==> config.mk <==
export PLATFORM = sky130hd
export DESIGN_NAME = alarm_unit
export DESIGN_NICKNAME = d
export VERILOG_FILES = /design/src/rtl/alarm_pkg.sv /design/src/rtl/bcd_time_add.sv /design/src/rtl/alarm_unit.sv
export SDC_FILE = /design/constraint.sdc
export NUM_CORES = 1
export LEC_CHECK = 0
export ABC_CLOCK_PERIOD_IN_PS = 3100
export BUFFER_PORTS_ARGS = -buffer_cell sky130_fd_sc_hd__buf_2
export CORE_MARGIN = 1.5
export CORE_UTILIZATION = 36
export CTS_CLUSTER_SIZE = 10
export DETAILED_ROUTE_END_ITERATION = 10
export HOLD_SLACK_MARGIN = 0.03
export REMOVE_ABC_BUFFERS = 1
export SLEW_MARGIN = 20
export SYNTH_ARGS = -nofsm -noshare
export SYNTH_HDL_FRONTEND = slang
export SYNTH_SLANG_ARGS = --single-unit
==> constraint.sdc <==
create_clock -name clk -period 3.1 [get_ports clk]
set_input_delay 0.31 -clock clk [delete_from_list [all_inputs] [get_ports clk]]
set_output_delay 0.31 -clock clk [all_outputs]
set_load 0.005 [all_outputs]
==> src/rtl/alarm_pkg.sv <==
// alarm_pkg: shared types, BCD constants and BCD helpers for the alarm stage.
//   alarm_state_t : FSM state encoding, also driven out on alarm_unit.state
//   HOUR_MAX/MIN_MAX : BCD wrap points for hour and minute
//   RST_ALARM_*   : alarm time loaded on reset (07:00)
//   bcd2bin/bin2bcd/bcd_inc : two-digit BCD helpers
package alarm_pkg;

    typedef enum logic [1:0] {
        DISARMED = 2'd0,
        ARMED    = 2'd1,
        RINGING  = 2'd2,
        SNOOZED  = 2'd3
    } alarm_state_t;

    typedef struct packed {
        logic [7:0] hour;
        logic [7:0] min;
    } bcd_hm_t;

    localparam logic [7:0] HOUR_MAX       = 8'h23;
    localparam logic [7:0] MIN_MAX        = 8'h59;
    localparam logic [7:0] RST_ALARM_HOUR = 8'h07;
    localparam logic [7:0] RST_ALARM_MIN  = 8'h00;

    // Two BCD digits (0..99) to binary.
    function automatic logic [6:0] bcd2bin(input logic [7:0] b);
        return ({3'd0, b[7:4]} * 7'd10) + {3'd0, b[3:0]};
    endfunction

    // Binary 0..99 to two BCD digits.
    function automatic logic [7:0] bin2bcd(input logic [6:0] v);
        return {4'(v / 7'd10), 4'(v % 7'd10)};
    endfunction

    // BCD +1 that wraps to 0x00 once the value reaches max.
    function automatic logic [7:0] bcd_inc(input logic [7:0] v, input logic [7:0] max);
        if (v >= max)
            return 8'h00;
        else if (v[3:0] == 4'd9)
            return {v[7:4] + 4'd1, 4'd0};
        else
            return {v[7:4], v[3:0] + 4'd1};
    endfunction

endpackage

==> src/rtl/bcd_time_add.sv <==
// bcd_time_add: combinational hh:mm + minutes in BCD.
//   hour, min   : BCD time in (hour 00..23, min 00..59)
//   add_min     : minutes to add, 0..59
//   carry_en    : 1 = minute overflow carries into the hour (hour wraps at 24),
//                 0 = hour passes through untouched (plain minute increment)
//   sum_hour/sum_min : wrapped BCD result
module bcd_time_add
    import alarm_pkg::*;
(
    input  logic [7:0] hour,
    input  logic [7:0] min,
    input  logic [5:0] add_min,
    input  logic       carry_en,
    output logic [7:0] sum_hour,
    output logic [7:0] sum_min
);

    logic [6:0] min_sum;
    logic [6:0] min_wrap;
    logic [6:0] hour_bin;
    logic [6:0] hour_wrap;
    logic       carry;

    // add_min < 60, so one conditional subtract is enough to wrap the minute.
    always_comb begin
        min_sum   = bcd2bin(min) + {1'b0, add_min};
        carry     = (min_sum >= 7'd60);
        min_wrap  = carry ? (min_sum - 7'd60) : min_sum;
        hour_bin  = bcd2bin(hour) + {6'd0, carry};
        hour_wrap = (hour_bin >= 7'd24) ? 7'd0 : hour_bin;
        sum_min   = bin2bcd(min_wrap);
        sum_hour  = carry_en ? bin2bcd(hour_wrap) : hour;
    end

endmodule

==> src/rtl/alarm_unit.sv <==
// alarm_unit: alarm stage behind the BCD time counter.
//   clk, rst_n        : system clock, async active-low reset
//   hour/min/sec      : running BCD time
//   alarm_en          : level, arms the alarm
//   set_mode          : level, enables alarm time editing, blocks triggering
//   inc_hour/inc_min  : buttons, rising edge advances the stored alarm time
//   stop/snooze       : buttons, rising edge stops / snoozes the ring
//   alarm_hour/min    : stored alarm time (BCD)
//   ring              : registered buzzer enable, 1 s on / 1 s off while ringing
//   state             : FSM state (DISARMED/ARMED/RINGING/SNOOZED)
module alarm_unit
    import alarm_pkg::*;
#(
    parameter int RING_SECS  = 60,
    parameter int SNOOZE_MIN = 5,
    parameter int MAX_SNOOZE = 3
) (
    input  logic       clk,
    input  logic       rst_n,
    input  logic [7:0] hour,
    input  logic [7:0] min,
    input  logic [7:0] sec,
    input  logic       alarm_en,
    input  logic       set_mode,
    input  logic       inc_hour,
    input  logic       inc_min,
    input  logic       stop,
    input  logic       snooze,
    output logic [7:0] alarm_hour,
    output logic [7:0] alarm_min,
    output logic       ring,
    output logic [1:0] state
);

    localparam logic [7:0] RING_LAST = 8'(RING_SECS - 1);
    localparam logic [7:0] SNZ_LIMIT = 8'(MAX_SNOOZE);
    localparam logic [5:0] SNZ_ADD   = 6'(SNOOZE_MIN);

    // ---------------------------------------------------------------
    // Edge / tick detection
    // ---------------------------------------------------------------
    logic [7:0] sec_q;
    logic       inc_hour_q, inc_min_q, stop_q, snooze_q;
    logic       inc_hour_p, inc_min_p, stop_p, snooze_p;
    logic       tick;

    always_ff @(posedge clk or negedge rst_n) begin
        if (!rst_n) begin
            sec_q      <= 8'h00;
            inc_hour_q <= 1'b0;
            inc_min_q  <= 1'b0;
            stop_q     <= 1'b0;
            snooze_q   <= 1'b0;
        end else begin
            sec_q      <= sec;
            inc_hour_q <= inc_hour;
            inc_min_q  <= inc_min;
            stop_q     <= stop;
            snooze_q   <= snooze;
        end
    end

    assign inc_hour_p = inc_hour & ~inc_hour_q;
    assign inc_min_p  = inc_min  & ~inc_min_q;
    assign stop_p     = stop     & ~stop_q;
    assign snooze_p   = snooze   & ~snooze_q;
    // Any change of sec counts, so clock-adjust jumps are ticks too.
    assign tick       = (sec != sec_q);

    // ---------------------------------------------------------------
    // Alarm time storage
    // ---------------------------------------------------------------
    always_ff @(posedge clk or negedge rst_n) begin
        if (!rst_n) begin
            alarm_hour <= RST_ALARM_HOUR;
            alarm_min  <= RST_ALARM_MIN;
        end else if (set_mode) begin
            if (inc_hour_p) alarm_hour <= bcd_inc(alarm_hour, HOUR_MAX);
            // Minute wraps on its own; never carries into the hour.
            if (inc_min_p)  alarm_min  <= bcd_inc(alarm_min, MIN_MAX);
        end
    end

    // ---------------------------------------------------------------
    // Snooze target = current time + SNOOZE_MIN
    // ---------------------------------------------------------------
    logic [7:0] snz_sum_hour, snz_sum_min;

    bcd_time_add u_snz_add (
        .hour     (hour),
        .min      (min),
        .add_min  (SNZ_ADD),
        .carry_en (1'b1),
        .sum_hour (snz_sum_hour),
        .sum_min  (snz_sum_min)
    );

    // ---------------------------------------------------------------
    // FSM
    // ---------------------------------------------------------------
    alarm_state_t state_q, state_d;
    logic [7:0]   ring_cnt_q, ring_cnt_d;
    logic [7:0]   snooze_cnt_q, snooze_cnt_d;
    bcd_hm_t      snz_q, snz_d;
    logic         ring_d;
    logic         alarm_hit, snz_hit;

    assign alarm_hit = tick && (sec == 8'h00) && (hour == alarm_hour) && (min == alarm_min);
    assign snz_hit   = tick && (sec == 8'h00) && (hour == snz_q.hour) && (min == snz_q.min);

    always_ff @(posedge clk or negedge rst_n) begin
        if (!rst_n) begin
            state_q      <= DISARMED;
            ring_cnt_q   <= 8'd0;
            snooze_cnt_q <= 8'd0;
            snz_q        <= '0;
            ring         <= 1'b0;
        end else begin
            state_q      <= state_d;
            ring_cnt_q   <= ring_cnt_d;
            snooze_cnt_q <= snooze_cnt_d;
            snz_q        <= snz_d;
            ring         <= ring_d;
        end
    end

    // Branch order inside each state encodes event priority:
    // alarm_en, set_mode, stop, snooze, timeout, trigger.
    always_comb begin
        state_d      = state_q;
        ring_cnt_d   = ring_cnt_q;
        snooze_cnt_d = snooze_cnt_q;
        snz_d        = snz_q;

        if (!alarm_en) begin
            state_d      = DISARMED;
            snooze_cnt_d = 8'd0;
        end else begin
            case (state_q)
                DISARMED: state_d = ARMED;
                ARMED: begin
                    if (!set_mode && alarm_hit) begin
                        state_d      = RINGING;
                        ring_cnt_d   = 8'd0;
                        snooze_cnt_d = 8'd0;
                    end
                end
                RINGING: begin
                    if (set_mode || stop_p) begin
                        state_d = ARMED;
                    end else if (snooze_p && (snooze_cnt_q < SNZ_LIMIT)) begin
                        state_d      = SNOOZED;
                        snooze_cnt_d = snooze_cnt_q + 8'd1;
                        snz_d.hour   = snz_sum_hour;
                        snz_d.min    = snz_sum_min;
                    end else if (tick) begin
                        if (ring_cnt_q == RING_LAST)
                            state_d = ARMED;
                        else
                            ring_cnt_d = ring_cnt_q + 8'd1;
                    end
                end
                SNOOZED: begin
                    if (set_mode || stop_p) begin
                        state_d = ARMED;
                    end else if (snz_hit) begin
                        state_d    = RINGING;
                        ring_cnt_d = 8'd0;
                    end
                end
                default: state_d = DISARMED;
            endcase
        end

        // Registered so ring follows the state it belongs to: on in even seconds.
        ring_d = (state_d == RINGING) && !ring_cnt_d[0];
    end

    assign state = state_q;

endmodule

==> impl_results.html, run 1 <==
<table>
<tr><th>Metric</th><th>Value</th></tr>
<tr><th colspan="2">Status</th></tr>
<tr><td>Outcome</td><td>complete, but fails checks</td></tr>
<tr><td>Violations in the final reports</td><td>setup timing</td></tr>
<tr><th colspan="2">Detailed routing</th></tr>
<tr><td>Number of remaining DRC errors</td><td>0</td></tr>
<tr><td>Routed vias</td><td>4485</td></tr>
<tr><td>Count of nets left with antenna violations after detail routing</td><td>0</td></tr>
<tr><td>DRT iter0 DRCs</td><td>196</td></tr>
<tr><td>Number of optimization iterations in the first detailed-route pass</td><td>4</td></tr>
<tr><td>Post-detailed-routing wire length</td><td>roughly 13000 um</td></tr>
<tr><td>Final routed wire length divided by cell count</td><td>about 15 um</td></tr>
<tr><td>Vias per Instance</td><td>5.22</td></tr>
<tr><th colspan="2">Hold path</th></tr>
<tr><td>Hold WC Path Type</td><td>in2reg</td></tr>
<tr><td>Hold path endpoint</td><td>inc_min_q</td></tr>
<tr><td>Hold Crit Depth</td><td>1</td></tr>
<tr><td>Source of the worst hold timing path</td><td>inc_min</td></tr>
<tr><th colspan="2">CTS</th></tr>
<tr><td>TritonCTS clock tree</td><td>built</td></tr>
<tr><td>Clock H-tree levels</td><td>3</td></tr>
<tr><td>Root buf cell</td><td>sky130_fd_sc_hd__clkbuf_16</td></tr>
<tr><td>Maximum root-to-sink buffer count</td><td>2</td></tr>
<tr><td>Clock Latency Late Sink</td><td>0.33 ns</td></tr>
<tr><td>Clock sink total</td><td>63</td></tr>
<tr><td>Number of buffers inserted during clock tree synthesis</td><td>9</td></tr>
<tr><td>Clock-pin slew reported for the worst setup and hold paths after clock tree synthesis</td><td>0.05 ns</td></tr>
<tr><th colspan="2">Worst setup path</th></tr>
<tr><td>Critical Path Start Type</td><td>primary input</td></tr>
<tr><td>Arr. time, crit path</td><td>roughly 4.6 ns</td></tr>
<tr><td>Max stage delay cell, worst path</td><td>sky130_fd_sc_hd__or4_4</td></tr>
<tr><td>Slack of the worst reg-to-reg path</td><td>0.59 ns</td></tr>
<tr><td>Chain of cells forming the critical path</td><td>buf_8 -&gt; ha_4 -&gt; ha_4 -&gt; fa_2 -&gt; a211oi_4 -&gt; nor2_2 -&gt; or4_4 -&gt; o21ai_2 -&gt; ha_2 -&gt; a21o_1 -&gt; a21o_1 -&gt; xor2_2 -&gt; a21oi_2 -&gt; o21bai_1 -&gt; a21o_1 -&gt; nand2_2 -&gt; nand2_2 -&gt; ha_4 -&gt; o21ai_2 -&gt; o211ai_1 -&gt; nand2_1 -&gt; mux2_2</td></tr>
<tr><td>Type of the setup path with the least slack</td><td>in2reg</td></tr>
<tr><td>CP bufs+invs</td><td>1</td></tr>
<tr><td>CP top delay family</td><td>compound AO/OA/AOI/OAI gates</td></tr>
<tr><td>Maximum fanout along the worst path</td><td>4</td></tr>
<tr><td>Critical path capture point type</td><td>register</td></tr>
<tr><td>CP max stage delay</td><td>0.55 ns</td></tr>
<tr><td>Source of the worst register-to-register timing path</td><td>snooze_cnt_q[4]</td></tr>
<tr><td>Destination of the worst register-to-register timing path</td><td>snz_q[9]</td></tr>
<tr><td>Length in cells of the worst reg-to-reg path</td><td>6</td></tr>
<tr><td>Required time of the worst setup path</td><td>3.31 ns</td></tr>
<tr><th colspan="2">Flow run</th></tr>
<tr><td>Maximum Capacitance Violations</td><td>0</td></tr>
<tr><th colspan="2">Place</th></tr>
<tr><td>HPWL after DPL</td><td>around 9200 um</td></tr>
<tr><td>Global placement routability congestion</td><td>0.918</td></tr>
<tr><td>Port bufs</td><td>50</td></tr>
<tr><th colspan="2">STA</th></tr>
<tr><td>Least setup slack across all paths after layout</td><td>-1.28 ns</td></tr>
<tr><td>Setup repair after global routing missed its margin</td><td>yes</td></tr>
<tr><td>Hold_ws</td><td>0.0993 ns</td></tr>
<tr><td>Post-route fraction of the period consumed by the critical path</td><td>141%</td></tr>
<tr><td>Pins over their slew limit</td><td>0</td></tr>
<tr><td>Final-report hold violation count</td><td>0</td></tr>
<tr><td>Measured slew at the worst slew-check pin</td><td>0.631 ns</td></tr>
<tr><td>Clock Skew</td><td>~0.005 ns</td></tr>
<tr><td>Minimum clock period after layout</td><td>4.38 ns</td></tr>
<tr><td>Max Freq</td><td>228 MHz</td></tr>
<tr><td>Max-slew headroom at the worst pin</td><td>57.8%</td></tr>
<tr><td>Final setup violating endpoints</td><td>12</td></tr>
<tr><td>Post-route setup TNS</td><td>-10.64 ns</td></tr>
<tr><th colspan="2">Floorplanning</th></tr>
<tr><td>Effective utilization at floorplan</td><td>36.7%</td></tr>
<tr><td>Die outline height</td><td>116 um</td></tr>
<tr><td>Floorplan Core Area</td><td>0.0126 sq mm</td></tr>
<tr><td>Die width</td><td>116 um</td></tr>
<tr><td>Core Rows</td><td>41</td></tr>
<tr><td>Total Die Area</td><td>0.0135 sq mm</td></tr>
<tr><td>I/O pin total</td><td>between 50 and 60</td></tr>
<tr><th colspan="2">Logic synthesis</th></tr>
<tr><td>Number of synthesis warnings</td><td>0</td></tr>
<tr><td>Top area cells in the synthesized netlist</td><td>sky130_fd_sc_hd__dfrtp_1, sky130_fd_sc_hd__xnor2_1, sky130_fd_sc_hd__ha_1</td></tr>
<tr><td>Yosys top cell area share</td><td>32.5%</td></tr>
<tr><td>Cell types with the highest counts after synthesis</td><td>sky130_fd_sc_hd__dfrtp_1, sky130_fd_sc_hd__nand2_1, sky130_fd_sc_hd__xnor2_1, sky130_fd_sc_hd__o21ai_0, sky130_fd_sc_hd__ha_1</td></tr>
<tr><td>Synth async-reset ratio</td><td>100%</td></tr>
<tr><td>Count leader, synth</td><td>sky130_fd_sc_hd__dfrtp_1</td></tr>
<tr><td>Mean instance size in the synthesized netlist</td><td>8.98 sq um</td></tr>
<tr><td>EDFF count, synth</td><td>0</td></tr>
<tr><td>Proportion of synthesized chip area in sequential cells</td><td>approximately 34%</td></tr>
<tr><td>Area of the mapped netlist</td><td>between 0.004 and 0.005 sq mm</td></tr>
<tr><td>Flip-flop cell with the highest count after synthesis</td><td>sky130_fd_sc_hd__dfrtp_1</td></tr>
<tr><td>Gate Count Post-Synth</td><td>514</td></tr>
<tr><td>Distinct cell type count after synthesis</td><td>63</td></tr>
<tr><td>Library cell occupying the most area in the post-synthesis netlist</td><td>sky130_fd_sc_hd__dfrtp_1</td></tr>
<tr><td>FF+latch count, synth</td><td>63</td></tr>
<tr><th colspan="2">Global route</th></tr>
<tr><td>Maximum number of pins on one net before global-route repair</td><td>28</td></tr>
<tr><td>Number of global-route vias before repair</td><td>4521</td></tr>
<tr><td>Antenna violations before repair</td><td>0</td></tr>
<tr><td>First-pass GRT wire length</td><td>21700 um</td></tr>
<tr><td>Gr ovfl total</td><td>0</td></tr>
<tr><td>Total global-route track usage</td><td>20.4%</td></tr>
<tr><th colspan="2">Power and ir drop</th></tr>
<tr><td>Cell area power density</td><td>620 mW/mm^2</td></tr>
<tr><td>Worst vdd rail ir drop</td><td>0.225 mV</td></tr>
<tr><td>Leakage power summed over all cells</td><td>3.01 nW</td></tr>
<tr><th colspan="2">Layout</th></tr>
<tr><td>Final layout net count</td><td>about 750</td></tr>
<tr><td>N_diodes</td><td>0</td></tr>
<tr><td>Ratio of cells with drive above 1 in the final layout</td><td>39.0%</td></tr>
<tr><td>Area added between synthesis and finish</td><td>46.0%</td></tr>
</table>
registers in the layout, summed over array words and instances (netlist names):
name / count
alarm_hour: 8
snooze_q: 1
stop_q: 1
ring: 1
sec_q: 8
inc_hour_q: 1
state: 2
snz_q: 16
snooze_cnt_q: 8
inc_min_q: 1
alarm_min: 8
ring_cnt_q: 8
cell type report:
cell class                      count  area (sq um)
Fill cell                        1123          5830
Clock buffer                       12           267
Sequential cell                    63          1580
Multi-Input combinational cell    418          3300
Timing Repair Buffer              175          1300
Clock inverter                      1          5.00
Tap cell                          172           215
Inverter                           19          71.3
cells by family (layout without fill, tap and decap cells):
family                     after synthesis  after routing  share of synthesized area (%)
muxes                                    9              9                           2.06
and+or+nand+nor                        192            192                           22.3
xor gates and xnor gates                51             51                           9.68
buffers and inverters                   33            207                           2.71
DFF                                     63             63                           34.2
AOI/OAI and AO/OA                      132            132                           19.1
adders and majority gates               34             34                           9.87
per-layer routing:
metal  vias up  GRT usage [%]  share of wire, %
li1       2222              -                 -
met1      2166           23.6                42
met2        78           38.2                53
met3        19           2.91               2.9
met4         0           7.56               1.9
met5         -              0                 0
worst max-delay path by stage:
| stage | startpoint | to | depth (start not counted) |
|---|---|---|---|
| after floorplan | min[4] | snz_q[9] | 22 |
| after global placement | min[4] | snz_q[9] | 22 |
| after detailed placement | min[1] | snz_q[9] | 22 |
| after CTS | min[7] | snz_q[9] | 23 |
| after global routing | min[4] | snz_q[12] | 22 |
| final | min[4] | snz_q[12] | 22 |
cell usage in the layout (no fill, tap or decap), types with 5 or more instances in the layout:
cell type	n
sky130_fd_sc_hd__buf_4	107
sky130_fd_sc_hd__dfrtp_1	60
sky130_fd_sc_hd__nand2_1	48
sky130_fd_sc_hd__buf_2	45
sky130_fd_sc_hd__xnor2_1	43
sky130_fd_sc_hd__o21ai_0	34
sky130_fd_sc_hd__nor2_1	24
sky130_fd_sc_hd__nand3_1	21
sky130_fd_sc_hd__buf_6	19
sky130_fd_sc_hd__ha_1	17
sky130_fd_sc_hd__a21oi_1	16
sky130_fd_sc_hd__inv_1	15
sky130_fd_sc_hd__and2_1	14
sky130_fd_sc_hd__nand4_1	13
sky130_fd_sc_hd__a21o_1	9
sky130_fd_sc_hd__o31ai_1	9
sky130_fd_sc_hd__ha_4	9
sky130_fd_sc_hd__clkbuf_16	9
sky130_fd_sc_hd__nor3_1	8
sky130_fd_sc_hd__nor4_1	7
sky130_fd_sc_hd__and3_1	6
sky130_fd_sc_hd__nor2b_1	6
sky130_fd_sc_hd__a21oi_2	5
sky130_fd_sc_hd__nand2b_1	5
sky130_fd_sc_hd__o211ai_1	5
sky130_fd_sc_hd__nand3b_1	5
power by group:
| group | internal [mW] | switching, mW |
|---|---|---|
| Sequential | 0.888 | 0.0972 |
| Clock | 0.590 | 0.329 |
| Combinational | 1.23 | 1.04 |
| Total | 2.71 | 1.47 |
timing repair:
| item | 4_1_cts | 5_1_grt |
|---|---|---|
| buffers inserted | 46 | 17 |
| hold endpoints to repair | 6 | 0 |
| hold buffers | 1 | 0 |
| resized for setup | 82 | 35 |
| pin swaps | 35 | 39 |
| cloned | 0 | 0 |
| endpoints found under the setup margin | 13 | 13 |
through the flow:
stage               power, mW  utilization [%]  cell area, sq um  setup WS (ns)  cells
floorplan                1.86                -              4560          -1.67    500
global placement         2.47             44.5              5590          -1.90    797
detailed placement       2.51             44.5              5590          -2.09    797
CTS                      3.92             51.8              6510          -1.15    849
global route             4.44             53.6              6740          -1.48    860
finish                   4.18             53.6              6740          -1.28    860
No activity file was read; power rests on OpenSTA's default activity.
==> inputs of run 2 (changes only) <==
Settings changed: SKIP_CTS_REPAIR_TIMING set to 1.
==> impl_results.html, run 2 (synthesis results as in run 1) <==
<table>
<tr><th>Metric</th><th>Value</th></tr>
<tr><th colspan="2">Global route</th></tr>
<tr><td>Maximum number of pins on one net before global-route repair</td><td>28</td></tr>
<tr><td>First-pass GRT wire length</td><td>19700 um</td></tr>
<tr><td>Antenna violations before repair</td><td>0</td></tr>
<tr><td>Total global-route track usage</td><td>about 18%</td></tr>
<tr><td>Number of global-route vias before repair</td><td>4160</td></tr>
<tr><td>Gr ovfl total</td><td>0</td></tr>
<tr><th colspan="2">Layout</th></tr>
<tr><td>Ratio of cells with drive above 1 in the final layout</td><td>between 30% and 40%</td></tr>
<tr><td>Max FFs per register</td><td>16</td></tr>
<tr><td>Most used cells in the layout excluding fill and tap cells</td><td>sky130_fd_sc_hd__buf_4, sky130_fd_sc_hd__dfrtp_1, sky130_fd_sc_hd__nand2_1, sky130_fd_sc_hd__buf_2, sky130_fd_sc_hd__xnor2_1</td></tr>
<tr><td>N_diodes</td><td>0</td></tr>
<tr><td>Area added between synthesis and finish</td><td>37.0%</td></tr>
<tr><td>Most common cell after layout, fill and taps aside</td><td>sky130_fd_sc_hd__buf_4</td></tr>
<tr><td>Final layout net count</td><td>approximately 700</td></tr>
<tr><td>Post-route cell area</td><td>between 0.006 and 0.007 sq mm</td></tr>
<tr><td>Register ranked first by flip-flop count</td><td>snz_q</td></tr>
<tr><th colspan="2">CTS</th></tr>
<tr><td>Number of buffers inserted during clock tree synthesis</td><td>9</td></tr>
<tr><td>Clock H-tree levels</td><td>3</td></tr>
<tr><td>Maximum root-to-sink buffer count</td><td>2</td></tr>
<tr><td>Clock-pin slew reported for the worst setup and hold paths after clock tree synthesis</td><td>around 0.05 ns</td></tr>
<tr><td>Root buf cell</td><td>sky130_fd_sc_hd__clkbuf_16</td></tr>
<tr><td>Clock sink total</td><td>63</td></tr>
<tr><td>Clock Latency Late Sink</td><td>0.33 ns</td></tr>
<tr><td>TritonCTS clock tree</td><td>built</td></tr>
<tr><th colspan="2">Power and ir drop</th></tr>
<tr><td>Proportion of power drawn by combinational gates</td><td>49.3%</td></tr>
<tr><td>Sequential power share</td><td>26.3%</td></tr>
<tr><td>Switching Fraction</td><td>35.7%</td></tr>
<tr><td>Int Power</td><td>roughly 2.4 mW</td></tr>
<tr><td>Switching power of the nets</td><td>between 1 and 1.5 mW</td></tr>
<tr><td>Overall power consumption</td><td>3.75 mW</td></tr>
<tr><td>Clk pwr share</td><td>between 20 and 25%</td></tr>
<tr><td>Leakage power summed over all cells</td><td>2.80 nW</td></tr>
<tr><td>Worst vdd rail ir drop</td><td>approximately 0.21 mV</td></tr>
<tr><td>Cell area power density</td><td>593 mW/mm^2</td></tr>
<tr><th colspan="2">STA</th></tr>
<tr><td>Final-report hold violation count</td><td>0</td></tr>
<tr><td>Post-route fraction of the period consumed by the critical path</td><td>145%</td></tr>
<tr><td>Setup repair after global routing missed its margin</td><td>yes</td></tr>
<tr><td>Pins over their slew limit</td><td>0</td></tr>
<tr><td>Clock Skew</td><td>0.00425 ns</td></tr>
<tr><td>Final setup violating endpoints</td><td>12</td></tr>
<tr><td>Max Freq</td><td>223 MHz</td></tr>
<tr><td>Measured slew at the worst slew-check pin</td><td>approximately 0.63 ns</td></tr>
<tr><td>Max-slew headroom at the worst pin</td><td>between 50 and 60%</td></tr>
<tr><td>Minimum clock period after layout</td><td>4.49 ns</td></tr>
<tr><td>Least setup slack across all paths after layout</td><td>-1.39 ns</td></tr>
<tr><th colspan="2">Hold path</th></tr>
<tr><td>Hold WC Path Type</td><td>in2reg</td></tr>
<tr><th colspan="2">Worst setup path</th></tr>
<tr><td>Critical path capture point type</td><td>register</td></tr>
<tr><td>Max stage delay cell, worst path</td><td>sky130_fd_sc_hd__fa_2</td></tr>
<tr><td>Maximum fanout along the worst path</td><td>5</td></tr>
<tr><td>CP max stage delay</td><td>between 0.3 and 0.4 ns</td></tr>
<tr><td>CP top delay family</td><td>compound AO/OA/AOI/OAI gates</td></tr>
<tr><td>Required time of the worst setup path</td><td>3.35 ns</td></tr>
<tr><td>CP bufs+invs</td><td>3</td></tr>
<tr><td>Arr. time, crit path</td><td>4.74 ns</td></tr>
<tr><td>Chain of cells forming the critical path</td><td>buf_8 -&gt; ha_4 -&gt; ha_4 -&gt; fa_2 -&gt; a211oi_4 -&gt; buf_4 -&gt; o21a_1 -&gt; or4_4 -&gt; o21ai_2 -&gt; ha_2 -&gt; fa_2 -&gt; a21o_1 -&gt; a21oi_2 -&gt; nand2_1 -&gt; nor3_2 -&gt; o21ai_2 -&gt; a21o_1 -&gt; a21boi_2 -&gt; inv_1 -&gt; ha_2 -&gt; o21ai_1 -&gt; o211ai_1 -&gt; a221o_1 -&gt; o211ai_1</td></tr>
<tr><td>Type of the setup path with the least slack</td><td>in2reg</td></tr>
<tr><td>Critical Path Start Type</td><td>primary input</td></tr>
<tr><th colspan="2">Detailed routing</th></tr>
<tr><td>Number of optimization iterations in the first detailed-route pass</td><td>4</td></tr>
<tr><td>Vias per Instance</td><td>5.27</td></tr>
<tr><td>Routed vias</td><td>4353</td></tr>
<tr><td>Post-detailed-routing wire length</td><td>between 10000 and 15000 um</td></tr>
<tr><td>Final routed wire length divided by cell count</td><td>15.0 um</td></tr>
<tr><td>Count of nets left with antenna violations after detail routing</td><td>0</td></tr>
<tr><td>DRT iter0 DRCs</td><td>approximately 220</td></tr>
<tr><td>Number of remaining DRC errors</td><td>0</td></tr>
<tr><th colspan="2">Floorplanning</th></tr>
<tr><td>I/O pin total</td><td>51</td></tr>
<tr><td>Die outline height</td><td>116 um</td></tr>
<tr><td>Floorplan Core Area</td><td>~0.013 sq mm</td></tr>
<tr><td>Total Die Area</td><td>about 0.014 sq mm</td></tr>
<tr><td>Die width</td><td>116 um</td></tr>
<tr><td>Core Rows</td><td>41</td></tr>
<tr><td>Effective utilization at floorplan</td><td>36.7%</td></tr>
<tr><th colspan="2">Place</th></tr>
<tr><td>Placed Instance Area</td><td>0.00559 sq mm</td></tr>
<tr><td>Minimum setup slack after placement</td><td>-2.09 ns</td></tr>
<tr><td>Port bufs</td><td>50</td></tr>
<tr><td>HPWL after DPL</td><td>9250 um</td></tr>
<tr><td>Global placement routability congestion</td><td>0.918</td></tr>
<tr><th colspan="2">Status</th></tr>
<tr><td>Outcome</td><td>complete, but fails checks</td></tr>
<tr><td>Violations in the final reports</td><td>setup timing</td></tr>
<tr><th colspan="2">Flow run</th></tr>
<tr><td>Maximum Capacitance Violations</td><td>0</td></tr>
</table>
run 2: cell count changes in the layout (fill, tap and decap cells not counted), sizes merged:
| cell | before | now |
|---|---|---|
| buf | 174 | 140 |
run 2: stage by stage:
stage | TNS [ns] | std cells | util, % | hold WS (ns)
after floorplan | -13.88 | 500 | - | 0.0144
after global placement | -16.85 | 797 | 44.5 | 0.187
after detailed placement | -18.65 | 797 | 44.5 | 0.188
after CTS | -14.31 | 810 | 46.6 | -0.164
after global routing | -13.08 | 826 | 50.3 | 0.0873
final | -11.09 | 826 | 50.3 | 0.100
run 2: cell type report:
| type | count | area, sq um |
|---|---|---|
| clock inverters | 1 | 5.00 |
| repair buffers | 141 | 971 |
| multi-input cells | 418 | 3210 |
| well taps | 172 | 215 |
| fillers | 1168 | 6250 |
| clock buffers | 12 | 267 |
| flip-flops and latches | 63 | 1580 |
| inverters | 19 | 71.3 |
run 2: worst register-to-register path, stage by stage (launching register included):
cell and delay (ns):
sky130_fd_sc_hd__dfrtp_1 0.39, sky130_fd_sc_hd__or4_1 0.51, sky130_fd_sc_hd__nor4_1 0.37, sky130_fd_sc_hd__and3_1 0.28
sky130_fd_sc_hd__nand2_1 0.39, sky130_fd_sc_hd__a221o_1 0.42, sky130_fd_sc_hd__o211ai_1 0.09
run 2: power groups by stage:
| stage | Sequential (mW) | Clock [mW] | Combinational (mW) |
|---|---|---|---|
| floorplan | 0.974 | 0 | 0.888 |
| global placement | 0.997 | 0 | 1.48 |
| detailed placement | 0.999 | 0 | 1.51 |
| CTS | 0.986 | 0.940 | 1.52 |
| global route | 0.996 | 0.976 | 2.03 |
| finish | 0.986 | 0.918 | 1.85 |
run 2: path summary, 6_finish.rpt:
check / slack, ns / cells past startpoint / end / from
max in group asynchronous: 2.07 / 3 / snooze_cnt_q[2] / rst_n
hold / removal: 0.10 / 1 / inc_min_q / inc_min
hold reg to reg: 0.48 / 1 / ring_cnt_q[7] / ring_cnt_q[7]
setup / recovery: -1.39 / 24 / snz_q[9] / min[4]
min in group asynchronous: 0.40 / 2 / alarm_hour[3] / rst_n
setup reg to reg: 0.58 / 6 / snz_q[9] / snooze_cnt_q[4]
run 2: routing by layer:
layer	routed length [um]	vias to the layer above	GRT usage, %
met2	6490	77	32.3
met3	392	17	3.58
met5	0	-	0
met1	5310	2110	22.6
met4	206	0	5.69
li1	-	2149	-
